==> config.mk <==
export PLATFORM = sky130hd
export DESIGN_NAME = account_server
export DESIGN_NICKNAME = d
export VERILOG_FILES = /design/src/rtl/atm_pkg.sv /design/src/rtl/acct_store.sv /design/src/rtl/account_server.sv
export SDC_FILE = /design/constraint.sdc
export NUM_CORES = 1
export LEC_CHECK = 0
export CAP_MARGIN = 20
export CORE_UTILIZATION = 45
export DETAILED_ROUTE_END_ITERATION = 10
export GPL_TIMING_DRIVEN = 0
export MAX_ROUTING_LAYER = met4
export SETUP_SLACK_MARGIN = 0.5
export SYNTH_ARGS = -nofsm -noshare
export SYNTH_HDL_FRONTEND = slang
export SYNTH_SLANG_ARGS = --single-unit
==> constraint.sdc <==
create_clock -name clk -period 6.5 [get_ports clk]
set_clock_uncertainty 0.1 [all_clocks]
set_input_delay 0.975 -clock clk [delete_from_list [all_inputs] [get_ports clk]]
set_output_delay 0.975 -clock clk [all_outputs]
set_load 0.005 [all_outputs]
==> src/rtl/atm_pkg.sv <==
// Shared definitions for the ATM account server: op codes, response status codes,
// controller state encoding and the default register width.
package atm_pkg;

  localparam int REG_WIDTH_DEF = 12;

  typedef enum logic [2:0] {
    OP_DEP  = 3'b000,
    OP_WD   = 3'b001,
    OP_BAL  = 3'b010,
    OP_XFER = 3'b011,
    OP_AUTH = 3'b100
  } op_e;

  typedef enum logic [2:0] {
    ST_OK      = 3'b000,
    ST_NO_ACCT = 3'b001,
    ST_BAD_PIN = 3'b010,
    ST_LOCKED  = 3'b011,
    ST_INSUFF  = 3'b100,
    ST_NO_DST  = 3'b101,
    ST_BAD_AMT = 3'b110,
    ST_BAD_OP  = 3'b111
  } status_e;

  typedef enum logic [1:0] {
    S_IDLE   = 2'b00,
    S_LOOKUP = 2'b01,
    S_EXEC   = 2'b10,
    S_RESP   = 2'b11
  } state_e;

  function automatic logic op_is_valid(logic [2:0] op);
    return op <= OP_AUTH;
  endfunction

  function automatic logic op_moves_money(logic [2:0] op);
    return (op == OP_DEP) || (op == OP_WD) || (op == OP_XFER);
  endfunction

endpackage

==> src/rtl/acct_store.sv <==
// Account slot register file: one provisioning write port, one execute port that
// updates a source and a destination slot together, combinational read of one slot.
module acct_store
  import atm_pkg::*;
#(
  parameter int NUM_ACCOUNTS = 4,
  parameter int REG_WIDTH    = REG_WIDTH_DEF,
  localparam int IW          = $clog2(NUM_ACCOUNTS)
) (
  input  logic                 clk,
  input  logic                 rst,
  input  logic                 cfg_we,
  input  logic [IW-1:0]        cfg_idx,
  input  logic [REG_WIDTH-1:0] cfg_acct,
  input  logic [REG_WIDTH-1:0] cfg_pin,
  input  logic [REG_WIDTH-1:0] cfg_bal,
  input  logic                 src_we,
  input  logic [IW-1:0]        src_idx,
  input  logic [REG_WIDTH-1:0] src_bal,
  input  logic [1:0]           src_cnt,
  input  logic                 src_lock,
  input  logic                 dst_we,
  input  logic [IW-1:0]        dst_idx,
  input  logic [REG_WIDTH-1:0] dst_bal,
  input  logic [IW-1:0]        rd_idx,
  output logic                 rd_valid,
  output logic [REG_WIDTH-1:0] rd_acct,
  output logic [REG_WIDTH-1:0] rd_pin,
  output logic [REG_WIDTH-1:0] rd_bal,
  output logic [1:0]           rd_cnt,
  output logic                 rd_lock
);

  logic [NUM_ACCOUNTS-1:0] valid;
  logic [NUM_ACCOUNTS-1:0] lock;
  logic [REG_WIDTH-1:0]    acct [NUM_ACCOUNTS];
  logic [REG_WIDTH-1:0]    pin  [NUM_ACCOUNTS];
  logic [REG_WIDTH-1:0]    bal  [NUM_ACCOUNTS];
  logic [1:0]              cnt  [NUM_ACCOUNTS];

  // Provisioning and execute writes never coincide: the controller only lets cfg through in IDLE.
  always_ff @(posedge clk or negedge rst) begin
    if (!rst) begin
      for (int i = 0; i < NUM_ACCOUNTS; i++) begin
        valid[i] <= 1'b0;
        lock[i]  <= 1'b0;
        acct[i]  <= '0;
        pin[i]   <= '0;
        bal[i]   <= '0;
        cnt[i]   <= '0;
      end
    end else if (cfg_we) begin
      valid[cfg_idx] <= 1'b1;
      acct[cfg_idx]  <= cfg_acct;
      pin[cfg_idx]   <= cfg_pin;
      bal[cfg_idx]   <= cfg_bal;
      cnt[cfg_idx]   <= '0;
      lock[cfg_idx]  <= 1'b0;
    end else begin
      if (dst_we) bal[dst_idx] <= dst_bal;
      if (src_we) begin
        bal[src_idx]  <= src_bal;
        cnt[src_idx]  <= src_cnt;
        lock[src_idx] <= src_lock;
      end
    end
  end

  assign rd_valid = valid[rd_idx];
  assign rd_acct  = acct[rd_idx];
  assign rd_pin   = pin[rd_idx];
  assign rd_bal   = bal[rd_idx];
  assign rd_cnt   = cnt[rd_idx];
  assign rd_lock  = lock[rd_idx];

endmodule

==> src/rtl/account_server.sv <==
// ATM account server: accepts one request, scans the slot file for source and
// destination accounts, executes the operation in a single commit cycle, then responds.
module account_server
  import atm_pkg::*;
#(
  parameter int NUM_ACCOUNTS = 4,
  parameter int REG_WIDTH    = REG_WIDTH_DEF
) (
  input  logic                            clk,
  input  logic                            rst,
  input  logic                            req_valid,
  output logic                            req_ready,
  input  logic [2:0]                      req_op,
  input  logic [REG_WIDTH-1:0]            req_acct,
  input  logic [REG_WIDTH-1:0]            req_pin,
  input  logic [REG_WIDTH-1:0]            req_dst,
  input  logic [REG_WIDTH-1:0]            req_amount,
  output logic                            rsp_valid,
  input  logic                            rsp_ready,
  output logic [2:0]                      rsp_status,
  output logic [REG_WIDTH-1:0]            rsp_balance,
  input  logic                            cfg_we,
  input  logic [$clog2(NUM_ACCOUNTS)-1:0] cfg_idx,
  input  logic [REG_WIDTH-1:0]            cfg_acct,
  input  logic [REG_WIDTH-1:0]            cfg_pin,
  input  logic [REG_WIDTH-1:0]            cfg_bal
);

  localparam int W  = REG_WIDTH;
  localparam int IW = $clog2(NUM_ACCOUNTS);
  localparam logic [IW:0] SCAN_END = NUM_ACCOUNTS[IW:0];

  state_e      state;
  logic        idle_q;
  logic [IW:0] scan_idx;
  logic        vld_p0, src_found, dst_found;

  logic [2:0]   op_q;
  logic [W-1:0] acct_q, pin_q, dst_q, amt_q;
  logic          slot_vld_p0, lock_p0;
  logic [IW-1:0] idx_p0;
  logic [W-1:0]  acct_p0, pin_p0, bal_p0;
  logic [1:0]    cnt_p0;
  logic [IW-1:0] src_idx, dst_idx;
  logic [W-1:0]  src_pin, src_bal, dst_bal;
  logic [1:0]    src_cnt;
  logic          src_lock;

  logic          rd_valid, rd_lock;
  logic [W-1:0]  rd_acct, rd_pin, rd_bal;
  logic [1:0]    rd_cnt;

  status_e       ex_status;
  logic          ex_src_we, ex_dst_we, ex_lock;
  logic [W-1:0]  ex_src_bal, ex_dst_bal, ex_rsp_bal;
  logic [1:0]    ex_cnt;
  logic [W:0]    src_sum, dst_sum;

  logic accept, cfg_go, src_hit, dst_hit, exec;

  assign req_ready = idle_q && !cfg_we;
  assign accept    = req_valid && req_ready;
  assign cfg_go    = cfg_we && (state == S_IDLE);
  assign exec      = (state == S_EXEC);
  assign src_hit   = (state == S_LOOKUP) && vld_p0 && slot_vld_p0 && !src_found && (acct_p0 == acct_q);
  assign dst_hit   = (state == S_LOOKUP) && vld_p0 && slot_vld_p0 && !dst_found && (acct_p0 == dst_q);

  acct_store #(.NUM_ACCOUNTS(NUM_ACCOUNTS), .REG_WIDTH(REG_WIDTH)) u_store (
    .clk(clk), .rst(rst),
    .cfg_we(cfg_go), .cfg_idx(cfg_idx), .cfg_acct(cfg_acct), .cfg_pin(cfg_pin), .cfg_bal(cfg_bal),
    .src_we(exec && ex_src_we), .src_idx(src_idx), .src_bal(ex_src_bal), .src_cnt(ex_cnt),
    .src_lock(ex_lock),
    .dst_we(exec && ex_dst_we), .dst_idx(dst_idx), .dst_bal(ex_dst_bal),
    .rd_idx(scan_idx[IW-1:0]), .rd_valid(rd_valid), .rd_acct(rd_acct), .rd_pin(rd_pin),
    .rd_bal(rd_bal), .rd_cnt(rd_cnt), .rd_lock(rd_lock)
  );

  // Scan control: slot k is read into the _p0 stage on one edge and matched on the next,
  // so LOOKUP spends one extra edge draining the final slot before EXEC.
  always_ff @(posedge clk or negedge rst) begin
    if (!rst) begin
      state       <= S_IDLE;
      idle_q      <= 1'b0;
      scan_idx    <= '0;
      vld_p0      <= 1'b0;
      src_found   <= 1'b0;
      dst_found   <= 1'b0;
      rsp_valid   <= 1'b0;
      rsp_status  <= ST_OK;
      rsp_balance <= '0;
    end else begin
      case (state)
        S_IDLE: begin
          idle_q <= 1'b1;
          if (accept) begin
            state     <= S_LOOKUP;
            idle_q    <= 1'b0;
            scan_idx  <= '0;
            vld_p0    <= 1'b0;
            src_found <= 1'b0;
            dst_found <= 1'b0;
          end
        end
        S_LOOKUP: begin
          vld_p0   <= (scan_idx != SCAN_END);
          scan_idx <= scan_idx + 1'b1;
          if (src_hit) src_found <= 1'b1;
          if (dst_hit) dst_found <= 1'b1;
          if (scan_idx == SCAN_END) state <= S_EXEC;
        end
        S_EXEC: begin
          state       <= S_RESP;
          rsp_valid   <= 1'b1;
          rsp_status  <= ex_status;
          rsp_balance <= ex_rsp_bal;
        end
        S_RESP: begin
          if (rsp_ready) begin
            state     <= S_IDLE;
            rsp_valid <= 1'b0;
            idle_q    <= 1'b1;
          end
        end
        default: state <= S_IDLE;
      endcase
    end
  end

  // Request capture, _p0 slot snapshot and matched-slot copies (datapath, no reset)
  always_ff @(posedge clk) begin
    if (accept) begin
      op_q   <= req_op;
      acct_q <= req_acct;
      pin_q  <= req_pin;
      dst_q  <= req_dst;
      amt_q  <= req_amount;
    end
    if (state == S_LOOKUP) begin
      slot_vld_p0 <= rd_valid;
      idx_p0      <= scan_idx[IW-1:0];
      acct_p0     <= rd_acct;
      pin_p0      <= rd_pin;
      bal_p0      <= rd_bal;
      cnt_p0      <= rd_cnt;
      lock_p0     <= rd_lock;
    end
    if (src_hit) begin
      src_idx  <= idx_p0;
      src_pin  <= pin_p0;
      src_bal  <= bal_p0;
      src_cnt  <= cnt_p0;
      src_lock <= lock_p0;
    end
    if (dst_hit) begin
      dst_idx <= idx_p0;
      dst_bal <= bal_p0;
    end
  end

  assign src_sum = {1'b0, src_bal} + {1'b0, amt_q};
  assign dst_sum = {1'b0, dst_bal} + {1'b0, amt_q};

  // EXEC decision: priority-ordered checks, committed to the store on the EXEC edge
  always_comb begin
    ex_status  = ST_OK;
    ex_src_we  = 1'b0;
    ex_dst_we  = 1'b0;
    ex_src_bal = src_bal;
    ex_dst_bal = dst_bal;
    ex_cnt     = src_cnt;
    ex_lock    = src_lock;
    if (!op_is_valid(op_q)) begin
      ex_status = ST_BAD_OP;
    end else if (!src_found) begin
      ex_status = ST_NO_ACCT;
    end else if (src_lock) begin
      ex_status = ST_LOCKED;
    end else if (pin_q != src_pin) begin
      ex_src_we = 1'b1;
      ex_cnt    = src_cnt + 2'd1;
      if (src_cnt == 2'd2) begin
        ex_lock   = 1'b1;
        ex_status = ST_LOCKED;
      end else begin
        ex_status = ST_BAD_PIN;
      end
    end else begin
      ex_src_we = 1'b1;
      ex_cnt    = 2'd0;
      if (op_moves_money(op_q) && (amt_q == '0)) begin
        ex_status = ST_BAD_AMT;
      end else if ((op_q == OP_XFER) && (!dst_found || (dst_idx == src_idx))) begin
        ex_status = ST_NO_DST;
      end else if (((op_q == OP_WD) || (op_q == OP_XFER)) && (amt_q > src_bal)) begin
        ex_status = ST_INSUFF;
      end else if (op_q == OP_DEP) begin
        if (src_sum[W]) ex_status = ST_BAD_AMT;
        else            ex_src_bal = src_sum[W-1:0];
      end else if (op_q == OP_WD) begin
        ex_src_bal = src_bal - amt_q;
      end else if (op_q == OP_XFER) begin
        if (dst_sum[W]) begin
          ex_status = ST_BAD_AMT;
        end else begin
          ex_src_bal = src_bal - amt_q;
          ex_dst_bal = dst_sum[W-1:0];
          ex_dst_we  = 1'b1;
        end
      end
    end
    ex_rsp_bal = (ex_status == ST_OK) ? ex_src_bal : '0;
  end

endmodule

==> summary.txt, run 1 <==
Clocking
  • CTS tree: done
  • CTS hold repair buffers: 0
  • CTS Buf Count: 37
  • H-tree depth: 2
  • CTS Sinks: 321
  • Post-cts sizing count: 0
  • Clock Tree Buf Depth: 3
  • Register clock-pin slew on the reported worst setup and hold paths: 0.06 ns
  • Latest clock arrival within the worst-skew pair: 0.53 ns
  • Setup Fix Bufs, Post-CTS: 0
  • CTS Root Cell: clkbuf_16

Yosys
  • Synth Cell Area: 15400 µm²
  • Post-synth top area cell: dfrtp_1
  • Most common flop cell mapped by yosys: dfrtp_1
  • Distinct cell type count after synthesis: 81
  • Synth top cells by count: dfrtp_1, nand2_1, edfxtp_1
  • Top-area cell type share of the netlist area: 30.06%
  • Most common cell in the netlist: dfrtp_1
  • Post-Syn Nets: 1361
  • Seq cells post-synth: 321
  • Syn_area_per_cell: 12.61 µm²
  • EDFF count, synth: 136
  • Synth warnings: 0
  • Register area share after synthesis: 56.59%
  • Top post-synthesis cells by area: dfrtp_1, edfxtp_1, mux4_2
  • Syn Inst Count: 1221
  • Async SR Flop Fraction: 57.63%

Power and ir drop
  • Final Power: 0.007101 W
  • Leakage: 7.178 nW
  • Peak VDD IR: 0.0002682 V
  • PD cells: between 300 and 400 nW/µm²

Job
  • Max_cap viols: 0

Setup path
  • Delay-heaviest family, CP: compound AO/OA/AOI/OAI gates
  • FF-to-FF End: u_store.bal[26]$_DFFE_PN0P_
  • Critical Path AT: 5.10 ns
  • Worst reg-to-reg path cell count: 11
  • Critical path type: register to register
  • Worst flop-to-flop path startpoint: amt_q[0]$_DFFE_PP_
  • Crit path from: amt_q[0]$_DFFE_PP_
  • CP Cell Sequence: ha_1 > fa_1 > a211oi_1 > o21ai_1 > a21boi_1 > nand4bb_1 > a2111oi_0 > o21ai_0 > clkbuf_1 > a222oi_1 > o21ai_0
  • FF-to-FF setup slack: 1.68 ns
  • CP peak stage delay: 0.62 ns
  • Most frequent CP cell: o21ai_0
  • Startpoint Class: register
  • Buf/Inv on CP: 1
  • Largest fanout on the critical path: 10
  • Slowest stage cell, crit path: a2111oi_0
  • Critical Path RT: slightly below 7 ns
  • Worst Setup End Kind: register

STA
  • Hold Slack: approximately 0.32 ns
  • Worst rel slew slack: 28.86%
  • Worst-margin pin slew: about 1.1 ns
  • Slew Viols, Final: 0
  • Final period utilization: 74.20%
  • Setup TNS: 0 ns
  • Max Clock Freq: 207.3 MHz
  • RSZ-0062 raised after global routing: false
  • Endpoints failing setup: 0
  • Tmin final: slightly below 5 ns
  • Hold Vio Cnt, Final: 0

GRT
  • M2 GR Usage: 38.69%
  • Antenna violations before repair: 3
  • Met3 global-route usage: between 3 and 4%
  • GRT Max-Usage Layer: met2
  • M1 GR Usage: 34.61%
  • Overall global routing resource usage: 25.39%
  • Largest net degree at the start of global routing: 108
  • First-pass GRT wire length: 65.54 mm
  • Vias in the first global route: between 10000 and 15000
  • Grt ovf: 0

Worst hold path
  • Hold path cells: 0
  • Hold Crit Endpoint: src_pin[3]$_DFFE_PP_
  • Hold WC Path Type: register to register
  • Beginning of the worst hold path: pin_p0[3]$_DFFE_PP_

Layout
  • Layout cell share with drive strength beyond 1: 15.80%
  • Syn-to-layout area delta: 20.09%
  • Final non-filler cell total: 1856
  • Layout fillers: between 2000 and 3000
  • Nets: 1517

Drt
  • Vias per cell: 5.824
  • Detailed Route WL: 42.13 mm
  • Initial DRC Count: 790
  • DR WL/cell: 22.70 µm
  • Vias: between 10000 and 15000
  • First-pass DRT Iterations: 5
  • ANT nets after route: 0
  • Post-route DRC violation count: 0

Placement
  • PortBufs: approximately 110
  • GP Congestion: 0.8817
  • Dpl hpwl: approximately 30 mm
  • Placed Cells: 1786

Die
  • Initial core utilization: 45.81%
  • Site row count: 67
  • # IOs: ~110
  • Width of the chip: 187.0 µm
  • Core area: 33620 µm²
  • Die Height: 187.0 µm
  • Die area: 34960 µm²

Status
  • Outcome: complete, no violations
## metrics by stage
step                      instance area [µm²]  setup slack [ns]  util (%)
after floorplan                         15400             1.603         -
after global placement                  17050            -3.615     50.72
after detailed placement                17190             1.830     51.14
after CTS                               18490             1.819     54.99
after global routing                    18490             1.453     55.01
final                                   18490             1.677     55.01
## kinds of logic (layout without fill, tap and decap cells)
| family | after synthesis | count (layout) | share of synthesized area (%) |
|---|---|---|---|
| AOI/OAI and AO/OA | 276 | 276 | 13.29 |
| xor gates and xnor gates | 49 | 49 | 2.787 |
| buffers and inverters | 92 | 276 | 2.389 |
| adders and majority gates | 46 | 46 | 3.884 |
| muxes | 113 | 113 | 11.19 |
| and+or+nand+nor | 324 | 324 | 9.881 |
| other | 0 | 3 | 0 |
| DFF | 321 | 321 | 56.59 |
## per-layer routing
metal	part of all wire (%)	up-vias
li1	-	4942
met1	45	5435
met2	46	353
met3	5.4	80
met4	3.2	0
met5	0	-
## worst register-to-register path: stages, from the launching register on
cell,delay (ns)
edfxtp_1,0.50
ha_1,0.28
fa_1,0.42
a211oi_1,0.47
o21ai_1,0.26
a21boi_1,0.48
nand4bb_1,0.26
a2111oi_0,0.62
o21ai_0,0.41
clkbuf_1,0.42
a222oi_1,0.31
o21ai_0,0.14
## flip-flops by register name, summed over array words and instances, names as in the netlist, 4 cells and up
register	count
acct_p0	12
acct_q	12
amt_q	12
bal_p0	12
dst_bal	12
dst_q	12
pin_p0	12
pin_q	12
rsp_balance	12
src_bal	12
src_pin	12
u_store.acct	48
u_store.bal	48
u_store.cnt	8
u_store.lock	4
u_store.pin	48
u_store.valid	4
## power breakdown
| group | leakage, nW | switching [W] | total (W) | internal [W] |
|---|---|---|---|---|
| sequential | 3.60 | 0.000327 | 0.00318 | 0.00285 |
| clock | 0.635 | 0.000840 | 0.00221 | 0.00137 |
| combinational | 2.94 | 0.000875 | 0.00171 | 0.000837 |
## area by class of cell
cell class | count | area, µm² | area share [%]
antenna | 3 | 7.507 | 0.04060
buffer | 50 | 210.2 | 1.137
clock buffer | 49 | 1041 | 5.629
clock inverter | 18 | 254.0 | 1.373
inverter | 42 | 157.7 | 0.8525
multi-input combinational | 808 | 6335 | 34.26
sequential | 321 | 8713 | 47.12
tap | 448 | 560.5 | 3.031
timing repair buffer | 117 | 1214 | 6.563
## layout by cell type, fill, tap and decap left out, drive strengths merged, types with 18 or more instances in the layout
cell           synthesis  final
nor2                  40     40
a221o                 20     20
dfrtp                185    185
buf                   15     24
clkbuf                35     84
nor3                  26     26
ha                    43     43
clkdlybuf4s50          0    108
xor2                  45     45
nand2                171    171
a21oi                 32     32
edfxtp               136    136
inv                   42     45
a222oi                18     18
o21ai                 84     84
mux2                  73     73
mux4                  40     40
## how the worst max path moves through the flow
stage                                             end  cells past startpoint
after floorplan                  src_bal[0]$_DFFE_PP_                      7
after global placement     rsp_balance[5]$_DFFE_PN0P_                      1
after detailed placement  u_store.bal[28]$_DFFE_PN0P_                     11
after CTS                 u_store.bal[26]$_DFFE_PN0P_                     11
after global routing      u_store.bal[38]$_DFFE_PN0P_                     11
final                     u_store.bal[26]$_DFFE_PN0P_                     11
No activity file was read; power rests on OpenSTA's default activity.
==> inputs of run 2 (changes only) <==
- PLACE_DENSITY: not set -> 0.66
- clock period: 6.5 -> 4.3 ns (I/O delays scaled with it)
==> summary.txt, run 2 (synthesis results as in run 1) <==
Status
  • Outcome: complete, no violations

Layout
  • Layout fillers: 2705
  • Leading cell types in the layout, fill and taps excluded: dfrtp_1, nand2_1, edfxtp_1, clkdlybuf4s50_1, mux2_2
  • Nets: 1528
  • Largest regs: u_store.acct (48), u_store.bal (48), u_store.pin (48)
  • Utilization after layout: 56.25%
  • Fin area: between 15000 and 20000 µm²
  • Layout cell share with drive strength beyond 1: about 18%
  • Most common cell after layout, fill and taps aside: dfrtp_1
  • Syn-to-layout area delta: 22.80%

Setup path
  • Worst Setup End Kind: register
  • Startpoint Class: register
  • Slowest stage cell, crit path: edfxtp_1
  • Critical Path RT: around 4.6 ns
  • CP peak stage delay: between 0.4 and 0.5 ns
  • Buf/Inv on CP: 2
  • Largest fanout on the critical path: 10
  • Critical Path AT: around 4.0 ns
  • CP Cell Sequence: ha_1 > fa_1 > nand2b_1 > a21oi_1 > o41a_1 > o21ai_4 > a211o_1 > buf_2 > buf_4 > nor3_2 > a222oi_1 > o21ai_0
  • Critical path type: register to register
  • Delay-heaviest family, CP: compound AO/OA/AOI/OAI gates

STA
  • Slew Viols, Final: 0
  • Worst rel slew slack: a little under a third
  • Hold Vio Cnt, Final: 0
  • Setup TNS: 0 ns
  • Tmin final: 3.677 ns
  • RSZ-0062 raised after global routing: false
  • Max Clock Freq: about 270 MHz
  • Endpoints failing setup: 0
  • Final period utilization: between 80% and 90%
  • Worst-margin pin slew: 1.049 ns

Drt
  • Vias: ~11000
  • ANT nets after route: 0
  • Vias per cell: 5.876
  • Post-route DRC violation count: 0
  • Detailed Route WL: 41.10 mm
  • First-pass DRT Iterations: 6
  • DR WL/cell: 22.03 µm
  • Initial DRC Count: between 800 and 900

Placement
  • GP Congestion: a little over 0.9
  • Dpl hpwl: 29.37 mm
  • DP Area: 17190 µm²
  • PortBufs: 109

Die
  • Width of the chip: 187.0 µm
  • Die area: 34960 µm²
  • Die Height: 187.0 µm
  • Initial core utilization: 45.81%
  • Site row count: 67
  • Core area: between 30000 and 40000 µm²
  • # IOs: 111

GRT
  • Antenna violations before repair: 2
  • First-pass GRT wire length: 64.01 mm
  • Grt ovf: 0
  • Vias in the first global route: between 10000 and 15000
  • Overall global routing resource usage: 24.43%
  • Largest net degree at the start of global routing: 94

Power and ir drop
  • PD cells: 571.3 nW/µm²
  • Peak VDD IR: ~0.00038 V
  • Leakage: 7.289 nW

Clocking
  • CTS Root Cell: clkbuf_16
  • CTS Buf Count: 36
  • Register clock-pin slew on the reported worst setup and hold paths: 0.06 ns
  • CTS tree: done
  • Latest clock arrival within the worst-skew pair: 0.54 ns
  • CTS Sinks: ~320
  • H-tree depth: 2
  • CTS hold repair buffers: 0
  • Clock Tree Buf Depth: 3

Worst hold path
  • Hold WC Path Type: input port to async pin

Job
  • Max_cap viols: 0
## run 2: cell count changes in the layout (fill, tap and decap cells not counted), moves of 3 or more
cell / delta
buf_4: +14
a2111oi_4: +6
a2111oi_0: -4
clkbuf_8: -4
nor3_1: -4
o32ai_2: -4
o32ai_4: +4
clkbuf_1: -3
inv_6: -3
nor3_2: +3
o21ai_2: +3
## run 2: cell type report
cell class                 count  area (µm²)  share of cell area [%]
multi-input combinational    808        6616                   34.99
antenna                        2       5.005                 0.02647
clock buffer                  47       993.5                   5.254
clock inverter                19       321.6                   1.701
buffer                        50       222.7                   1.178
timing repair buffer         129        1319                   6.974
tap                          448       560.5                   2.964
sequential                   321        8713                   46.08
inverter                      42       157.7                  0.8337
## run 2: report_power, final
| group | internal [W] | switching, W |
|---|---|---|
| clock | 0.00213 | 0.00126 |
| sequential | 0.00431 | 0.000495 |
| combinational | 0.00128 | 0.00133 |
## run 2: per-layer routing
layer  GRT usage, %  routed length [µm]
met5              -                   0
met4          8.670                1285
met3          4.203                2593
met2          38.00               19260
met1          32.35               17960
## run 2: worst reg2reg max path, cell delays in order, from the launching register on
cell and delay (ns):
edfxtp_1 0.43, ha_1 0.26, fa_1 0.40, nand2b_1 0.19, a21oi_1 0.23, o41a_1 0.31
o21ai_4 0.14, a211o_1 0.32, buf_2 0.22, buf_4 0.26, nor3_2 0.42, a222oi_1 0.16
o21ai_0 0.14
## run 2: worst paths after layout
| kind | from | endpoint | slack, ns | cells after the start |
|---|---|---|---|---|
| setup / recovery | amt_q[0]$_DFFE_PP_ | u_store.bal[38]$_DFFE_PN0P_ | 0.62 | 12 |
| hold / removal | rst | u_store.acct[25]$_DFFE_PN0P_ | 0.04 | 1 |
| setup reg to reg | amt_q[0]$_DFFE_PP_ | u_store.bal[38]$_DFFE_PN0P_ | 0.62 | 12 |
| hold reg to reg | pin_p0[1]$_DFFE_PP_ | src_pin[1]$_DFFE_PP_ | 0.32 | 0 |
| max in group asynchronous | rst | rsp_balance[5]$_DFFE_PN0P_ | 3.13 | 2 |
| min in group clk | pin_p0[1]$_DFFE_PP_ | src_pin[1]$_DFFE_PP_ | 0.32 | 0 |
## run 2: timing repair
| action | CTS | global route |
|---|---|---|
| pin swaps | 1 | 5 |
| resized for setup | 37 | 16 |
| cloned | 0 | 0 |
| hold endpoints to repair | 0 | 0 |
| setup endpoints to repair | 60 | 57 |
| setup buffers | 2 | 11 |
## run 2: through the flow
step	hold WS, ns	instances	total power [W]	setup slack [ns]
after global placement	0.3026	1778	0.007295	-5.325
after detailed placement	0.3054	1784	0.007418	-0.3923
final	0.04278	1866	0.01080	0.6233
after floorplan	0.2494	1221	0.006496	0.7001
after CTS	0.05464	1852	0.01083	0.5016
after global routing	0.09462	1866	0.01130	0.5217
